`src/rtl/pipe_ctrl_pkg.sv`:
```
// Shared types and constants for the pipeline controller.
package pipe_ctrl_pkg;

    localparam int unsigned PERF_W = 16;

    typedef enum logic [1:0] {
        BOOT = 2'd0,
        RUN  = 2'd1,
        HALT = 2'd2
    } state_t;

endpackage

```
`src/rtl/pipe_ctrl_hazard_detect.sv`:
```
// Load-use hazard comparison between the ID-stage sources and an EX-stage load.
module hazard_detect #(
    parameter int unsigned REG_AW = 5
) (
    input  logic [REG_AW-1:0] id_rs1,
    input  logic [REG_AW-1:0] id_rs2,
    input  logic [REG_AW-1:0] ex_rd,
    input  logic              ex_mem_read,
    output logic              lu_stall
);

    // x0 is hard-wired zero, so a load targeting it never creates a dependency.
    assign lu_stall = ex_mem_read && (ex_rd != '0) &&
                      ((ex_rd == id_rs1) || (ex_rd == id_rs2));

endmodule

```
`src/rtl/pipe_ctrl.sv`:
```
// Pipeline stall/flush controller: boot bubbles, hazard priority and halt/drain.
// Optional performance counters are enabled with the PIPE_PERF_EN macro.
module pipe_ctrl
    import pipe_ctrl_pkg::*;
#(
    parameter int unsigned BOOT_CYCLES = 2,
    parameter int unsigned REG_AW      = 5
) (
    input  logic              clk,
    input  logic              rst,
    input  logic [REG_AW-1:0] id_rs1,
    input  logic [REG_AW-1:0] id_rs2,
    input  logic [REG_AW-1:0] ex_rd,
    input  logic              ex_mem_read,
    input  logic              ex_branch_taken,
    input  logic              mem_req,
    input  logic              mem_ready,
    input  logic              halt,
    input  logic              resume,
    output logic              pc_en,
    output logic              ifid_en,
    output logic              ifid_flush,
    output logic              idex_en,
    output logic              idex_flush,
    output logic              exmem_en,
    output logic              memwb_en,
    output logic              halted
`ifdef PIPE_PERF_EN
    ,
    output logic [PERF_W-1:0] stall_cnt,
    output logic [PERF_W-1:0] flush_cnt
`endif
);

    localparam int unsigned BCNT_W = (BOOT_CYCLES > 1) ? $clog2(BOOT_CYCLES) : 1;

    state_t            state;
    state_t            state_next;
    logic [BCNT_W-1:0] boot_cnt;
    logic              boot_done;
    logic              lu_stall;
    logic              mem_wait;

    hazard_detect #(
        .REG_AW (REG_AW)
    ) u_hazard_detect (
        .id_rs1      (id_rs1),
        .id_rs2      (id_rs2),
        .ex_rd       (ex_rd),
        .ex_mem_read (ex_mem_read),
        .lu_stall    (lu_stall)
    );

    assign mem_wait  = mem_req && !mem_ready;
    // Last boot clock is the one where the counter reaches BOOT_CYCLES-1 (or at once for 0/1).
    assign boot_done = ((32'(boot_cnt) + 32'd1) >= BOOT_CYCLES);

    always_ff @(posedge clk or negedge rst) begin
        if (!rst) begin
            state <= BOOT;
        end else begin
            state <= state_next;
        end
    end

    always_ff @(posedge clk or negedge rst) begin
        if (!rst) begin
            boot_cnt <= '0;
        end else if ((state == BOOT) && !boot_done) begin
            boot_cnt <= boot_cnt + BCNT_W'(1);
        end
    end

    always_comb begin
        state_next = state;
        case (state)
            BOOT: if (boot_done) state_next = RUN;
            RUN:  if (halt && !mem_wait) state_next = HALT;
            HALT: if (resume) state_next = RUN;
            default: state_next = BOOT;
        endcase
    end

    // Control outputs; the defaults are the boot/reset bubble pattern.
    always_comb begin
        pc_en      = 1'b0;
        ifid_en    = 1'b0;
        ifid_flush = 1'b1;
        idex_en    = 1'b0;
        idex_flush = 1'b1;
        exmem_en   = 1'b0;
        memwb_en   = 1'b0;
        halted     = 1'b0;
        case (state)
            RUN: begin
                if (mem_wait) begin
                    ifid_flush = 1'b0;
                    idex_flush = 1'b0;
                end else if (ex_branch_taken) begin
                    pc_en    = 1'b1;
                    ifid_en  = 1'b1;
                    idex_en  = 1'b1;
                    exmem_en = 1'b1;
                    memwb_en = 1'b1;
                end else if (lu_stall) begin
                    // Hold PC and IF/ID; ID/EX loads a bubble while older stages advance.
                    ifid_flush = 1'b0;
                    idex_en    = 1'b1;
                    exmem_en   = 1'b1;
                    memwb_en   = 1'b1;
                end else begin
                    pc_en      = 1'b1;
                    ifid_en    = 1'b1;
                    ifid_flush = 1'b0;
                    idex_en    = 1'b1;
                    idex_flush = 1'b0;
                    exmem_en   = 1'b1;
                    memwb_en   = 1'b1;
                end
            end
            HALT: begin
                ifid_flush = 1'b0;
                idex_flush = 1'b0;
                exmem_en   = 1'b1;
                memwb_en   = 1'b1;
                halted     = 1'b1;
            end
            default: ;
        endcase
    end

`ifdef PIPE_PERF_EN
    logic stall_evt;
    logic flush_evt;

    assign stall_evt = (state == RUN) && (mem_wait || (!ex_branch_taken && lu_stall));
    assign flush_evt = (state == RUN) && !mem_wait && ex_branch_taken;

    // Saturating event counters.
    always_ff @(posedge clk or negedge rst) begin
        if (!rst) begin
            stall_cnt <= '0;
            flush_cnt <= '0;
        end else begin
            if (stall_evt && (stall_cnt != '1)) stall_cnt <= stall_cnt + PERF_W'(1);
            if (flush_evt && (flush_cnt != '1)) flush_cnt <= flush_cnt + PERF_W'(1);
        end
    end
`else
    // No performance counters in this build.
`endif

endmodule

```
`config.mk`:
```
export PLATFORM = sky130hd
export DESIGN_NAME = pipe_ctrl
export DESIGN_NICKNAME = d
export VERILOG_FILES = /design/src/rtl/pipe_ctrl_pkg.sv /design/src/rtl/pipe_ctrl_hazard_detect.sv /design/src/rtl/pipe_ctrl.sv
export SDC_FILE = /design/constraint.sdc
export NUM_CORES = 1
export LEC_CHECK = 0
export ABC_AREA = 1
export BUFFER_PORTS_ARGS = -buffer_cell sky130_fd_sc_hd__buf_4
export CAP_MARGIN = 20
export CORE_AREA = 4 4 41 43
export DETAILED_ROUTE_END_ITERATION = 10
export DIE_AREA = 0 0 45 47
export PLACE_DENSITY_LB_ADDON = 0.1
export SYNTH_ARGS = -nofsm -noshare
export SYNTH_HDL_FRONTEND = slang
export SYNTH_SLANG_ARGS = --single-unit
```
`constraint.sdc`:
```
create_clock -name clk -period 1.45 [get_ports clk]
set_input_delay 0.0725 -clock clk [delete_from_list [all_inputs] [get_ports clk]]
set_output_delay 0.0725 -clock clk [all_outputs]
set_load 0.02 [all_outputs]
```
==> results.sh <==
export IMPL_synth_distinct_cells=16
export IMPL_die_x_um=45
export IMPL_fin_util_pct=61.5
export IMPL_area_delta_synth_final_pct=69.8
export IMPL_finalCritPeriodShare_pct=102
export IMPL_gp_congestion=0.713
export IMPL_cts_tree="built"
export IMPL_synth_edff_count=0
export IMPL_synth_nets=113
export IMPL_drt_initial_drc_count=11
export IMPL_hold_slack_ps=167
export IMPL_cp_arrival_ps=1400
export IMPL_start_util_pct=36.2
export IMPL_core_region_area_um2=1300
export IMPL_p_total_mw=1.21
export IMPL_fmax_mhz=678
export IMPL_synth_commonest_cells="nand2_1, inv_1, nor2_1, o21ai_0, ha_1"
export IMPL_max_stage_delay_ps=390
export IMPL_cp_slowest_cell="dfrtp_1"
export IMPL_min_path_type="in2async"
export IMPL_outcome="finished, violations left"
export IMPL_fin_ws_ps=-25.5
export IMPL_numCtsBuffers=3
export IMPL_drcViolationCount=0
export IMPL_clkSinkCount=3
export IMPL_rr_worst_depth=7
export IMPL_cts_clk_slew_worst_paths_ps=40
export IMPL_required_ps=1380
export IMPL_drv_cap=0
export IMPL_min_period_ps=1480
export IMPL_cts_buffer_depth=2
export IMPL_skew_ps=5.28
export IMPL_max_slew_worst_pin_slew_ps=220
export IMPL_io_pins=31
export IMPL_crit_top_cell="buf_4"
export IMPL_dr_pass1_iters=4
export IMPL_drive_gt1_share_pct=39.8
export IMPL_synth_warnings=0
export IMPL_path_cells="buf_4 -> ha_1 -> o21a_2 -> buf_4"
export IMPL_violations="negative setup slack"
export IMPL_routed_via_density=4.28
export IMPL_dieArea_um2=2120
export IMPL_synthFlopType="dfrtp_1"
export IMPL_slew_violations=0
export IMPL_syn_avg_cell_area_um2=5.48
export IMPL_cp_end_kind="output port"
export IMPL_insertion_delay_ps=230
export IMPL_synthTopCellsByArea="nand2_1, dfrtp_1, inv_1"
export IMPL_startpoint_type="register"
export IMPL_crit_buf_inv=2
export IMPL_synth_area_um2=472
export IMPL_clockRootBuffer="clkbuf_4"
export IMPL_grt_max_degree=6
export IMPL_worstSetupPathType="reg2out"
export IMPL_first_global_vias=521
export IMPL_power_leakage_nw=0.492
export IMPL_yosysMostFrequentCell="nand2_1"
export IMPL_crit_cells=4
export IMPL_synth_seq_cells=3
export IMPL_crit_path_max_fanout=5
export IMPL_setup_viol=3
export IMPL_cp_top_family="flip-flops"
export IMPL_num_rows=13
export IMPL_synth_largest_area_cell="nand2_1"
export IMPL_stdcell_area_um2=801
export IMPL_synthArstFlopShare_pct=100
export IMPL_nets=151
export IMPL_irDropWorstVdd_v=0.00115
export IMPL_antenna_found_initial=0
export IMPL_ant_nets=0
export IMPL_grtUsageTotal_pct=12.7
export IMPL_drt_wl_total_mm=1.18
export IMPL_p_per_area_nw_per_um2=1510
export IMPL_hold_viol=0
export IMPL_rsz0062_at_grt="true"
export IMPL_yosysSeqAreaShare_pct=15.9
export IMPL_grt_pass1_wl_mm=1.99
export IMPL_grt_overflow=0
export IMPL_netlist_area_leader_share_pct=24.7
export IMPL_fillCellCount=146
export IMPL_dp_hpwl_um=991
export IMPL_regToRegSetupSlack_ps=80
export IMPL_htreeDepth=1
export IMPL_relSlewSlack_pct=85.2
export IMPL_wl_per_cell_um=8.57
export IMPL_antenna_cells=0
export IMPL_num_vias=590
export IMPL_fp_dieH_um=47
export IMPL_place_area_um2=712
export IMPL_finalSetupTns_ps=-54.7
export IMPL_port_buffers=30
export IMPL_netlist_instances=86
-- cells in the final DEF, fill, tap and decap left out --
cell           synthesis  final
o21ai_0                5      5
nand2_2                1      3
dfrtp_1                3      3
xnor2_1                2      2
ha_1                   4      3
nand2_1               31     29
a21oi_2                0      1
nand3_1                3      3
clkbuf_1               0      1
inv_2                  2      4
o21ai_2                1      1
nand4_1                1      1
clkbuf_4               0      3
ha_4                   0      1
nor2_4                 1      1
o21a_2                 0      1
dlygate4sd3_1          0      1
nor2_1                 9      9
buf_4                  2     31
buf_6                  0      3
inv_1                 19     17
-- report_power, final --
part / switching [mW] / internal, mW
clock network: 0.0423 / 0.103
registers: 0.0279 / 0.112
logic: 0.485 / 0.442
-- registers in the layout, summed over array words and instances (netlist names) --
| name | cells |
|---|---|
| state | 2 |
| boot_cnt | 1 |
-- per-stage QoR --
stage | setup slack [ps] | cells
floorplan | 7.60 | 86
global placement | 78.6 | 130
detailed placement | 118 | 130
CTS | -31.5 | 138
global route | -87.3 | 138
finish | -25.5 | 138
-- what timing repair did --
| item | in CTS | in global routing |
|---|---|---|
| setup buffers | 3 | 0 |
| hold buffers | 1 | 0 |
| pin swaps | 4 | 2 |
| gates resized for setup | 6 | 3 |
| endpoints found under the hold margin | 3 | 0 |
| endpoints found under the setup margin | 6 | 8 |
-- path summary, 6_finish.rpt --
check / start / to
hold / removal: rst / state[1]
max in group asynchronous: rst / boot_cnt
setup reg to reg: state[0] / state[1]
hold reg to reg: boot_cnt / boot_cnt
setup / recovery: state[1] / memwb_en
min in group clk: halt / state[0]
-- per-layer routing --
layer  vias up  GRT usage (%)  wire (µm)
met5         -              0          0
met4         0           5.26          0
met3         0           3.45         89
met2        21           19.2        545
met1       243           17.1        547
li1        326              -          -
-- kinds of logic after synthesis --
group / Yosys count / synth area share, %
XOR/XNOR: 2 / 3.71
AND/OR/NAND/NOR: 46 / 40.1
buffers and inverters: 23 / 19.9
flip-flops: 3 / 15.9
AO/OA/AOI/OAI: 8 / 9.81
adder cells (fa/ha/maj): 4 / 10.6
-- final cells by class --
class                      instances  area, µm²  share of cell area, %
clock buffer                       4       26.3                   3.28
inverter                          21       78.8                   9.84
multi-input combinational         60        325                   40.6
sequential                         3       75.1                   9.38
tap                               15       18.8                   2.34
timing repair buffer              35        277                   34.5
-- worst reg2reg max path: stages (launching register included) --
cell	delay, ps
dfrtp_1	410
inv_1	110
ha_1	260
inv_1	50
o21ai_0	210
a21oi_2	80
nand2_1	60
o21ai_0	70
No activity file was read; power rests on OpenSTA's default activity.
